`src/rtl/axi4l_pkg.sv`:
```
// ---------------------------------------------------------------------------
// axi4l_pkg
// Shared AXI4-Lite definitions for the register initiator:
//   - response codes OKAY / EXOKAY / SLVERR / DECERR
//   - axi4l_init_state_t : initiator FSM state encoding
//   - resp_is_err()      : true for SLVERR and DECERR
// ---------------------------------------------------------------------------
package axi4l_pkg;

    localparam logic [1:0] OKAY   = 2'b00;
    localparam logic [1:0] EXOKAY = 2'b01;
    localparam logic [1:0] SLVERR = 2'b10;
    localparam logic [1:0] DECERR = 2'b11;

    typedef enum logic [2:0] {
        ST_IDLE  = 3'd0,
        ST_WRITE = 3'd1,
        ST_WRESP = 3'd2,
        ST_READ  = 3'd3,
        ST_RDATA = 3'd4
    } axi4l_init_state_t;

    function automatic logic resp_is_err(input logic [1:0] resp);
        return (resp == SLVERR) || (resp == DECERR);
    endfunction

endpackage

```
`src/rtl/axi4l_reg_initiator.sv`:
```
// ---------------------------------------------------------------------------
// axi4l_reg_initiator
// AXI4-Lite master that turns a simple command/response port into single
// AW/W/B or AR/R transactions, one outstanding at a time.
//
// Ports
//   aclk, areset_n           clock, synchronous active-low reset
//   cmd_valid/cmd_ready      command handshake (ready only in IDLE)
//   cmd_we/addr/wdata/wstrb  command payload (we=1 write, we=0 read)
//   rsp_valid                one-cycle completion pulse, no backpressure
//   rsp_rdata/rsp_err        read data (0 for writes/errors), error flag
//   aw*, w*, b*              AXI4-Lite write channels
//   ar*, r*                  AXI4-Lite read channels
//
// Optional build macro
//   AXI4L_INIT_TIMEOUT_EN : abort a transaction after TIMEOUT non-IDLE
//                           cycles with rsp_err=1. Without it the block
//                           waits for the slave indefinitely.
// ---------------------------------------------------------------------------
module axi4l_reg_initiator
    import axi4l_pkg::*;
#(
    parameter int unsigned ADDR_W  = 8,
    parameter logic [2:0]  PROT    = 3'b000,
    parameter int unsigned TIMEOUT = 255
) (
    input  logic              aclk,
    input  logic              areset_n,
    input  logic              cmd_valid,
    output logic              cmd_ready,
    input  logic              cmd_we,
    input  logic [ADDR_W-1:0] cmd_addr,
    input  logic [31:0]       cmd_wdata,
    input  logic [3:0]        cmd_wstrb,
    output logic              rsp_valid,
    output logic [31:0]       rsp_rdata,
    output logic              rsp_err,
    output logic              awvalid,
    input  logic              awready,
    output logic [ADDR_W-1:0] awaddr,
    output logic [2:0]        awprot,
    output logic              wvalid,
    input  logic              wready,
    output logic [31:0]       wdata,
    output logic [3:0]        wstrb,
    input  logic              bvalid,
    input  logic [1:0]        bresp,
    output logic              bready,
    output logic              arvalid,
    input  logic              arready,
    output logic [ADDR_W-1:0] araddr,
    output logic [2:0]        arprot,
    input  logic              rvalid,
    input  logic [31:0]       rdata,
    input  logic [1:0]        rresp,
    output logic              rready
);

    axi4l_init_state_t state_q, state_d;

    logic              cmd_ready_q, cmd_ready_d;
    logic              rsp_valid_q, rsp_valid_d;
    logic [31:0]       rsp_rdata_q, rsp_rdata_d;
    logic              rsp_err_q,   rsp_err_d;
    logic [ADDR_W-1:0] addr_q,      addr_d;
    logic [31:0]       wdata_q,     wdata_d;
    logic [3:0]        wstrb_q,     wstrb_d;
    logic              awvalid_q,   awvalid_d;
    logic              wvalid_q,    wvalid_d;
    logic              bready_q,    bready_d;
    logic              arvalid_q,   arvalid_d;
    logic              rready_q,    rready_d;
    logic              timeout_hit;

`ifdef AXI4L_INIT_TIMEOUT_EN
    localparam int unsigned TMO_BITS = $clog2(TIMEOUT + 1);
    localparam int unsigned CNT_W    = (TMO_BITS < 8)  ? 8  :
                                       (TMO_BITS > 16) ? 16 : TMO_BITS;

    logic [CNT_W-1:0] tmo_cnt_q, tmo_cnt_d;

    // Held at zero while idle so the first busy cycle of every transaction
    // starts counting from zero.
    always_comb begin
        tmo_cnt_d = (state_q == ST_IDLE) ? '0 : tmo_cnt_q + CNT_W'(1);
    end

    always_ff @(posedge aclk) begin
        if (!areset_n) begin
            tmo_cnt_q <= '0;
        end else begin
            tmo_cnt_q <= tmo_cnt_d;
        end
    end

    // Fires during the TIMEOUT-th busy cycle; the abort lands on that edge.
    assign timeout_hit = (state_q != ST_IDLE) &&
                         (tmo_cnt_q == CNT_W'(TIMEOUT - 1));
`else
    assign timeout_hit = 1'b0;
`endif

    // Every output is a flop, so its next value is derived from the next
    // state. cmd_ready is suppressed while the response pulse is out so a
    // new command is only taken the cycle after rsp_valid.
    always_comb begin
        state_d     = state_q;
        addr_d      = addr_q;
        wdata_d     = wdata_q;
        wstrb_d     = wstrb_q;
        awvalid_d   = 1'b0;
        wvalid_d    = 1'b0;
        arvalid_d   = 1'b0;
        rsp_valid_d = 1'b0;
        rsp_err_d   = rsp_err_q;
        rsp_rdata_d = rsp_rdata_q;

        unique case (state_q)
            ST_IDLE: begin
                if (cmd_valid && cmd_ready_q) begin
                    addr_d  = cmd_addr;
                    wdata_d = cmd_wdata;
                    wstrb_d = cmd_wstrb;
                    if (cmd_we) begin
                        state_d   = ST_WRITE;
                        awvalid_d = 1'b1;
                        wvalid_d  = 1'b1;
                    end else begin
                        state_d   = ST_READ;
                        arvalid_d = 1'b1;
                    end
                end
            end
            ST_WRITE: begin
                // AW and W retire independently; move on once both are gone.
                awvalid_d = awvalid_q && !awready;
                wvalid_d  = wvalid_q  && !wready;
                if (!awvalid_d && !wvalid_d) begin
                    state_d = ST_WRESP;
                end
            end
            ST_WRESP: begin
                if (bvalid && bready_q) begin
                    state_d     = ST_IDLE;
                    rsp_valid_d = 1'b1;
                    rsp_err_d   = resp_is_err(bresp);
                    rsp_rdata_d = '0;
                end
            end
            ST_READ: begin
                arvalid_d = arvalid_q && !arready;
                if (!arvalid_d) begin
                    state_d = ST_RDATA;
                end
            end
            ST_RDATA: begin
                if (rvalid && rready_q) begin
                    state_d     = ST_IDLE;
                    rsp_valid_d = 1'b1;
                    rsp_err_d   = resp_is_err(rresp);
                    rsp_rdata_d = resp_is_err(rresp) ? 32'h0 : rdata;
                end
            end
            default: begin
                state_d = ST_IDLE;
            end
        endcase

        // A real completion in the same cycle takes precedence over abort.
        if (timeout_hit && !rsp_valid_d) begin
            state_d     = ST_IDLE;
            awvalid_d   = 1'b0;
            wvalid_d    = 1'b0;
            arvalid_d   = 1'b0;
            rsp_valid_d = 1'b1;
            rsp_err_d   = 1'b1;
            rsp_rdata_d = '0;
        end

        cmd_ready_d = (state_d == ST_IDLE) && !rsp_valid_d;
        bready_d    = (state_d == ST_WRESP);
        rready_d    = (state_d == ST_RDATA);
    end

    always_ff @(posedge aclk) begin
        if (!areset_n) begin
            state_q     <= ST_IDLE;
            cmd_ready_q <= 1'b0;
            rsp_valid_q <= 1'b0;
            rsp_rdata_q <= '0;
            rsp_err_q   <= 1'b0;
            addr_q      <= '0;
            wdata_q     <= '0;
            wstrb_q     <= '0;
            awvalid_q   <= 1'b0;
            wvalid_q    <= 1'b0;
            bready_q    <= 1'b0;
            arvalid_q   <= 1'b0;
            rready_q    <= 1'b0;
        end else begin
            state_q     <= state_d;
            cmd_ready_q <= cmd_ready_d;
            rsp_valid_q <= rsp_valid_d;
            rsp_rdata_q <= rsp_rdata_d;
            rsp_err_q   <= rsp_err_d;
            addr_q      <= addr_d;
            wdata_q     <= wdata_d;
            wstrb_q     <= wstrb_d;
            awvalid_q   <= awvalid_d;
            wvalid_q    <= wvalid_d;
            bready_q    <= bready_d;
            arvalid_q   <= arvalid_d;
            rready_q    <= rready_d;
        end
    end

    assign cmd_ready = cmd_ready_q;
    assign rsp_valid = rsp_valid_q;
    assign rsp_rdata = rsp_rdata_q;
    assign rsp_err   = rsp_err_q;
    assign awvalid   = awvalid_q;
    assign awaddr    = addr_q;
    assign awprot    = PROT;
    assign wvalid    = wvalid_q;
    assign wdata     = wdata_q;
    assign wstrb     = wstrb_q;
    assign bready    = bready_q;
    assign arvalid   = arvalid_q;
    assign araddr    = addr_q;
    assign arprot    = PROT;
    assign rready    = rready_q;

endmodule

```
`config.mk`:
```
export PLATFORM = sky130hd
export DESIGN_NAME = axi4l_reg_initiator
export DESIGN_NICKNAME = d
export VERILOG_FILES = /design/src/rtl/axi4l_pkg.sv /design/src/rtl/axi4l_reg_initiator.sv
export SDC_FILE = /design/constraint.sdc
export NUM_CORES = 1
export LEC_CHECK = 0
export CAP_MARGIN = 20
export CORE_ASPECT_RATIO = 0.6
export CORE_MARGIN = 1.5
export CORE_UTILIZATION = 40
export CTS_BUF_LIST = sky130_fd_sc_hd__clkbuf_8 sky130_fd_sc_hd__clkbuf_16
export DETAILED_ROUTE_END_ITERATION = 8
export MAX_ROUTING_LAYER = met4
export PLACE_DENSITY = 0.85
export SETUP_SLACK_MARGIN = 0.05
export SLEW_MARGIN = 20
export SYNTH_ARGS = -nofsm -noshare
export SYNTH_HDL_FRONTEND = slang
export SYNTH_SLANG_ARGS = --single-unit
```
`constraint.sdc`:
```
create_clock -name aclk -period 5.4 [get_ports aclk]
set_clock_uncertainty 0.1 [all_clocks]
set_input_delay 1.08 -clock aclk [delete_from_list [all_inputs] [get_ports aclk]]
set_output_delay 1.08 -clock aclk [all_outputs]
set_load 0.05 [all_outputs]
```
==> metrics, run 1 <==
post-cts resize count 0; HP Start wdata[2]; clock tree buffer depth 2; Crit path largest cell delay 770 ps; count of non-filler cells in the finished layout 605; die boundary height 72.0 µm; crit path setup slack, layout 2460 ps; residual antenna-violating net count after detailed routing 0; global route overflow 0; detailed-placement wirelength estimate 6330 µm; number of port buffers 178; number of buffers created by CTS 9; crit path DAT 3100 ps; placed cell count 590; RSZ-0062 raised after global routing no; clock latency on the worst-skew pair 320 ps; highest clock rate 340 MHz; DRC errors left 0; hold-fix buffers at CTS 0; Area contributors post-synth dfxtp_1 55%, nand2_1 11%, a22o_2 8.5%, a21oi_1 7.6%, buf_4 3.3%; Static Leakage 1.89 nW; power density over cell area roughly 320 nW/µm²; wire per inst about 14 µm; sort of element at the end of the critical path flip-flop; largest area contributor in the synthesized netlist dfxtp_1; initial core utilization 42.5%; DRT iter0 DRCs 143; cell with the most instances on the worst path nand2_1; Setup crit start cmd_valid; antenna cell count 0; Synth Instances 335; crit path max-delay cell type nor4_4; CTS tree built; count of state elements after synthesis 87; Tightest Hold Check Type reg -> reg; wirelength, routed around 8600 µm; area of the die ~8500 µm²; vias in the first global route approximately 3000; status completed; H-tree depth 3; final net count 586; post-synth cell types 41; highest ir drop seen on vdd between 0.2 and 0.25 mV; number of clock sinks 87; clock transition at the register clock pins on the worst setup and hold paths after CTS 60 ps; Req. time, crit path 5560 ps; root buffer selected by CTS clkbuf_16; number of buffers inserted to repair setup after CTS 0; final total negative setup slack 0 ps; pin count of the biggest net entering global routing 53; number of antenna violations at the first check in global routing 0; first-pass GRT wire length 13800 µm; row cnt 24; setup slack of the most critical reg-to-reg path 3190 ps; floorplan core area 7480 µm²; share of Yosys cell area claimed by the top area cell type between 50 and 60%; Max-cap violations 0; pre-CTS setup slack around 2100 ps; sequential share of the synthesized area 54.8%; RD Place Congestion 0.843; vias per inst between 4 and 5; Warnings, synthesis 0; total buffers and inverters traversed by the critical path 2; count of final max-slew check failures 0; fraction of layout instances using a drive strength above 1 between 10% and 20%; cell family with most CP delay simple AND/OR/NAND/NOR gates; final critical delay including setup and external delays 2940 ps; Die W between 100 and 150 µm; Netlist Area Pre-Place 3180 µm²; category of the worst setup path launch point input port; routed via count 2943; final-report hold violation count 0; worst-margin pin slew between 1000 and 1500 ps; final period utilization 54.5%; worst slew margin relative to its limit 31.9%; io pins 187; final setup fails 0; GRT Resource Usage Total between 20% and 30%; largest driver fanout on the critical path 25; Area Overhead vs Synth 64.7%; cells along the critical path clkdlybuf4s50_1 -> nand2_1 -> nor4_4 -> buf_4 -> nand2_1 -> a21oi_1; Avg Inst Size Synth approximately 9.5 µm²; start of the worst register-to-register path state_q[1]; category of the critical setup timing path in -> reg; first-pass detailed-route iteration total 4
==> area by class of cell <==
cell class	instances	area, µm²
clock buffer	10	239
clock inverter	5	73.8
fill	564	2250
inverter	3	11.3
multi-input combinational	214	1220
sequential	87	1740
tap	104	130
timing repair buffer	182	1810
==> metrics by stage <==
stage | cell area [µm²] | hold slack [ps] | utilization [%] | total power, mW
global route | 5230 | 381 | 70.0 | 1.75
finish | 5230 | 354 | 70.0 | 1.68
detailed placement | 4920 | 347 | 65.8 | 1.06
floorplan | 3190 | 517 | - | 0.920
global placement | 4910 | 341 | 65.7 | 1.05
CTS | 5230 | 355 | 70.0 | 1.70
==> Yosys cell counts <==
| master | n |
|---|---|
| a22o_1 | 5 |
| buf_6 | 4 |
| a22o_2 | 27 |
| nand3_1 | 1 |
| nor2_2 | 1 |
| or3b_2 | 1 |
| and4_1 | 1 |
| conb_1 | 1 |
| nor4b_4 | 1 |
| or3_1 | 1 |
| xnor2_1 | 1 |
| or4_1 | 1 |
| or3b_4 | 2 |
| mux2i_1 | 1 |
| a21oi_1 | 48 |
| o211ai_1 | 1 |
| nor3b_1 | 1 |
| nor2_1 | 1 |
| and2_1 | 3 |
| o21ai_1 | 1 |
| buf_2 | 11 |
| o22ai_4 | 1 |
| nand4b_1 | 1 |
| a211oi_1 | 1 |
| clkinv_1 | 1 |
| dfxtp_1 | 87 |
| o311ai_0 | 1 |
| a31oi_1 | 1 |
| nand2_1 | 94 |
| o21ai_0 | 1 |
| nand4_1 | 1 |
| nand2b_1 | 1 |
| nor4_2 | 1 |
| nor4_1 | 1 |
| nor2b_1 | 3 |
| o21ai_2 | 1 |
| inv_1 | 2 |
| buf_4 | 14 |
| nor3_1 | 1 |
| o32a_1 | 1 |
| clkbuf_1 | 7 |
==> flip-flops by register name, indices dropped and copies added (netlist names), 3 cells and up <==
register   flops
rsp_rdata     32
wdata         32
araddr         8
wstrb          4
state_q        3
==> logic make-up after synthesis <==
logic type	count (synthesis)	synth area share [%]
buffers and inverters	39	7.64
other	1	0.118
xor gates and xnor gates	1	0.276
and+or+nand+nor	117	16.9
DFF	87	54.8
AOI/OAI and AO/OA	89	19.9
muxes	1	0.315
==> routing by layer <==
metal	share of wire [%]	GRT usage [%]
met3	7.2	8.18
met1	43	23.8
met5	0	-
met2	49	35.3
met4	1.1	6.23
==> tightest hold or removal path, delay by kind of cell (launching register included) <==
kind             cells  cell delay, ps
AO/OA/AOI/OAI        1              50
flip-flops           1             300
AND/OR/NAND/NOR      1              50
==> power by group <==
| group | switching (mW) | internal [mW] | leakage (nW) | total [mW] |
|---|---|---|---|---|
| Sequential | 0.0207 | 0.673 | 0.705 | 0.693 |
| Clock | 0.229 | 0.411 | 0.160 | 0.641 |
| Combinational | 0.211 | 0.138 | 1.03 | 0.349 |
| Total | 0.461 | 1.22 | 1.89 | 1.68 |
==> path summary, 6_finish.rpt <==
kind / end / cells past startpoint
max: awvalid / 6
min: wdata[2] / 2
max reg2reg: awvalid / 4
min reg2reg: wdata[2] / 2
==> cell usage in the layout, fill, tap and decap left out, types with 2 or more instances in the layout <==
| master | count |
|---|---|
| clkdlybuf4s50_1 | 178 |
| nand2_1 | 94 |
| dfxtp_1 | 87 |
| a21oi_1 | 48 |
| a22o_2 | 27 |
| clkbuf_16 | 9 |
| conb_1 | 6 |
| a22o_1 | 5 |
| buf_4 | 4 |
| nor2b_1 | 3 |
| inv_1 | 3 |
| and2_1 | 3 |
| or3b_4 | 2 |
| clkinv_2 | 2 |
| bufinv_16 | 2 |
No activity file was read; power rests on OpenSTA's default activity.
==> run 2, diff against run 1 <==
Settings changed: CORE_UTILIZATION 40 to 37, PLACE_DENSITY 0.85 to 0.79.
Clock period 5.4 ns to 3 ns, I/O delays scaled along.
==> run 2 against run 1 <==
  * Critical path depth decreased by 5
  * Clock power grew 68%
  * Combinational power is 81% higher
  * Critical path type is now reg -> out
  * Highest routed layer unchanged
  * Register-to-register slack got worse by 2300 ps
  * Total power grew 76%
==> metrics, run 2 (synthesis results as in run 1) <==
Hold Path End wdata[23]; worst slew margin relative to its limit approximately half; H-tree depth 3; vias in the first global route 2854; met1 capacity usage during global routing 22.1%; category of the critical setup timing path reg -> out; power density over cell area 566 nW/µm²; total buffers and inverters traversed by the critical path 1; pin count of the biggest net entering global routing 52; floorplan core area between 8000 and 9000 µm²; DRC errors left 0; global route overflow 0; clock transition at the register clock pins on the worst setup and hold paths after CTS 60 ps; fraction of layout instances using a drive strength above 1 about 11%; antenna cell count 0; worst r2r dst rsp_rdata[27]; worst r2r path cells 5; die boundary height between 70 and 80 µm; Tightest Hold Check Type reg -> reg; final period utilization 73.9%; Sw Pwr 0.840 mW; setup slack of the most critical reg-to-reg path 870 ps; largest driver fanout on the critical path 3; relative contribution of combinational cells to total power 21.3%; RD Place Congestion roughly 0.87; wirelength, routed 8800 µm; row cnt 25; final critical delay including setup and external delays approximately 2200 ps; final total negative setup slack 0 ps; Max-cap violations 0; number of buffers created by CTS 9; crit path DAT 1520 ps; initial core utilization between 30% and 40%; clock network fraction of design power 36.4%; Crit path largest cell delay between 800 and 900 ps; worst-margin pin slew 737 ps; Reg power frac 42.2%; Die W 123 µm; number of clock sinks 87; final-report hold violation count 0; Cells on Worst Hold Path 2; area of placed instances 4930 µm²; CTS tree built; final net count 587; wire per inst 14.4 µm; DRT iter0 DRCs 123; post-cts resize count 0; most used routing layer met2; number of buffers inserted to repair setup after CTS 0; net switching share of the total power 28.4%; leading cell type in the layout, fill and taps excluded clkdlybuf4s50_1; first-pass GRT wire length 13400 µm; sort of element at the end of the critical path primary output; root buffer selected by CTS clkbuf_16; cell family with most CP delay buffers and inverters; first-pass detailed-route iteration total 4; hold-fix buffers at CTS 0; highest clock rate about 450 MHz; Static Leakage between 1.5 and 2 nW; io pins 187; fraction of the core area covered by cells at the end of the flow ~64%; Area Overhead vs Synth 64.5%; category of the worst setup path launch point flip-flop; final setup fails 0; area of the die 9170 µm²; number of port buffers about 180; crit path max-delay cell type clkdlybuf4s50_1; status completed; clock tree buffer depth 2; cells along the critical path clkdlybuf4s50_1; HP Start wdata[23]; Req. time, crit path approximately 2300 ps; vias per inst slightly below 5; GRT Resource Usage Total between 15 and 20%; routing usage on met3 8.33%; clock latency on the worst-skew pair 330 ps; highest ir drop seen on vdd 0.365 mV; met2 demand-to-capacity share in global routing between 30% and 40%; count of final max-slew check failures 0; residual antenna-violating net count after detailed routing 0; start of the worst register-to-register path state_q[1]; power after layout 2.96 mW; internal power component 2.12 mW; RSZ-0062 raised after global routing no; detailed-placement wirelength estimate 6250 µm; number of antenna violations at the first check in global routing 0; routed via count 2960; top library cells by usage in the layout, fill and taps aside 178 x clkdlybuf4s50_1, 94 x nand2_1, 87 x dfxtp_1; worst hold margin 354 ps; final cell area excluding filler cells roughly 5200 µm²
run 2: cell count changes in the layout (fill, tap and decap cells not counted):
| cell | delta |
|---|---|
| buf_4 | +1 |
| bufinv_16 | -1 |
| clkinv_2 | +1 |
| inv_1 | +1 |
run 2: layout make-up:
type | instances | area, µm²
fillers | 648 | 2880
repair buffers | 183 | 1820
flip-flops and latches | 87 | 1740
multi-input cells | 214 | 1220
clock buffers | 10 | 239
well taps | 108 | 135
clock inverters | 6 | 52.6
inverters | 3 | 11.3
run 2: worst max path at each step:
stage | startpoint | endpoint | slack (ps) | cells after the start
2_1_floorplan | cmd_ready | araddr[6] | 1080 | 6
3_3_place_gp | areset_n | rsp_rdata[21] | 270 | 4
3_5_place_dp | cmd_valid | wdata[17] | 530 | 6
4_1_cts | araddr[2] | araddr[2] | 760 | 1
5_1_grt | araddr[2] | awaddr[2] | 710 | 1
6_report | araddr[5] | awaddr[5] | 780 | 1
run 2: power groups by stage:
stage / sequential [mW] / clock [mW] / combinational [mW]
floorplan: 1.44 / 0 / 0.215
global placement: 1.27 / 0 / 0.625
detailed placement: 1.27 / 0 / 0.632
CTS: 1.25 / 1.11 / 0.634
global route: 1.26 / 1.16 / 0.671
finish: 1.25 / 1.08 / 0.631
run 2: layer usage:
| metal | vias to the layer above | routed length (µm) | part of all wire (%) |
|---|---|---|---|
| met5 | - | 0 | 0 |
| met4 | 0 | 149 | 1.7 |
| met3 | 15 | 758 | 8.6 |
| met2 | 121 | 4110 | 47 |
| met1 | 1374 | 3780 | 43 |
| li1 | 1450 | - | - |
run 2: stage by stage:
step,worst slack [ps],std cells
2_1_floorplan,1080,340
3_3_place_gp,274,595
3_5_place_dp,530,595
4_1_cts,755,611
5_1_grt,714,611
6_report,784,611
run 2: worst register-to-register path, stage by stage, from the launching register on:
cell	delay, ps
dfxtp_1	590
or3b_4	470
o21ai_2	120
nor4b_4	220
buf_4	370
a22o_2	220
==> run 3, diff against run 2 <==
Clock period 3 ns to 2.1 ns, I/O delays scaled along.
==> run 3 against run 2 <==
  * Combinational power grew 47%
  * Count of clock-buffer cells in the layout grew 2
  * Core utilization grew 2.2 points
  * Critical endpoint is now wdata[9]
  * Largest cell class unchanged
  * Largest power group unchanged
==> metrics, run 3 (synthesis results as in run 1) <==
Max-cap violations 0; highest ir drop seen on vdd 0.519 mV; DRC errors left 0; wire per inst 13.8 µm; Tightest Hold Check Type reg -> reg; top library cells by usage in the layout, fill and taps aside 151 x clkdlybuf4s50_1, 94 x nand2_1, 87 x dfxtp_1; pre-CTS setup slack -183 ps; count of non-filler cells in the finished layout 620; pin count of the biggest net entering global routing 53; CTS tree built; first-pass GRT wire length 12700 µm; total buffers and inverters traversed by the critical path 1; number of clock sinks 87; status completed; floorplan core area slightly above 8000 µm²; hold-fix buffers at CTS 0; DRT iter0 DRCs 137; H-tree depth 3; routed via count roughly 3000; post-cts resize count 1; antenna cell count 0; GRT Resource Usage Total roughly 19%; final-report hold violation count 0; Setup crit start wdata[9]; wirelength, routed 8530 µm; HP Start wdata[12]; io pins 187; final setup fails 0; clock tree buffer depth 2; clock transition at the register clock pins on the worst setup and hold paths after CTS 60 ps; sort of element at the end of the critical path primary output; cells along the critical path clkdlybuf4s50_1; largest driver fanout on the critical path 2; number of buffers inserted to repair setup after CTS 0; area of combinational cells with multiple inputs around 1200 µm²; crit path max-delay cell type clkdlybuf4s50_1; residual antenna-violating net count after detailed routing 0; fraction of layout instances using a drive strength above 1 between 10% and 20%; category of the critical setup timing path reg -> out; worst hold margin 353 ps; area of placed instances 5020 µm²; power after layout 4.34 mW; count of final max-slew check failures 0; FF+latch area 1740 µm²; final period utilization between 90 and 100%; Static Leakage 2.40 nW; clock latency on the worst-skew pair approximately 330 ps; Req. time, crit path roughly 1600 ps; worst-margin pin slew 719 ps; fraction of the core area covered by cells at the end of the flow between 60% and 70%; die boundary height 74.8 µm; Die W 123 µm; start of the worst register-to-register path state_q[0]; detailed-placement wirelength estimate 6110 µm; RSZ-0062 raised after global routing no; final critical delay including setup and external delays 2010 ps; row cnt 25; final cell area excluding filler cells 5400 µm²; first-pass detailed-route iteration total 4; number of antenna violations at the first check in global routing 0; initial core utilization approximately 39%; filler instances 635; power density over cell area 803 nW/µm²; Crit path largest cell delay between 800 and 900 ps; global route overflow 0; Area Overhead vs Synth 70.1%; crit path DAT about 1500 ps; RD Place Congestion ~0.9; area of the die approximately 9200 µm²; placed cell count around 600; highest clock rate 498 MHz; cell family with most CP delay buffers and inverters; vias per inst 4.76; crit path setup slack, layout 90.6 ps; root buffer selected by CTS clkbuf_16; final total negative setup slack 0 ps; category of the worst setup path launch point flip-flop; worst slew margin relative to its limit 51.9%; leading cell type in the layout, fill and taps excluded clkdlybuf4s50_1; vias in the first global route 2705; number of buffers created by CTS 9; number of port buffers 178; final net count 596
## run 3: area by class of cell
class                      count  area share [%]
inverter                       3           0.208
tap                          108            2.50
sequential                    87            32.2
timing repair buffer         192            36.5
clock buffer                  12            4.93
clock inverter                 4           0.973
multi-input combinational    214            22.7
## run 3: path summary, 6_finish.rpt
check / to / slack, ps / cells after the start
hold reg to reg: wdata[12] / 350 / 2
hold / removal: wdata[12] / 350 / 2
setup reg to reg: bready / 280 / 5
setup / recovery: wdata[9] / 90 / 1
## run 3: layer usage
layer / up-vias / wire length [µm] / GRT usage (%)
met1: 1369 / 3660 / 21.6
li1: 1464 / - / -
met3: 10 / 746 / 7.50
met2: 111 / 4020 / 29.4
met4: 0 / 96 / 6.46
met5: - / 0 / -
## run 3: where the power goes
| group | internal [mW] | switching [mW] |
|---|---|---|
| clock | 1.02 | 0.618 |
| sequential | 1.73 | 0.0431 |
| combinational | 0.371 | 0.558 |
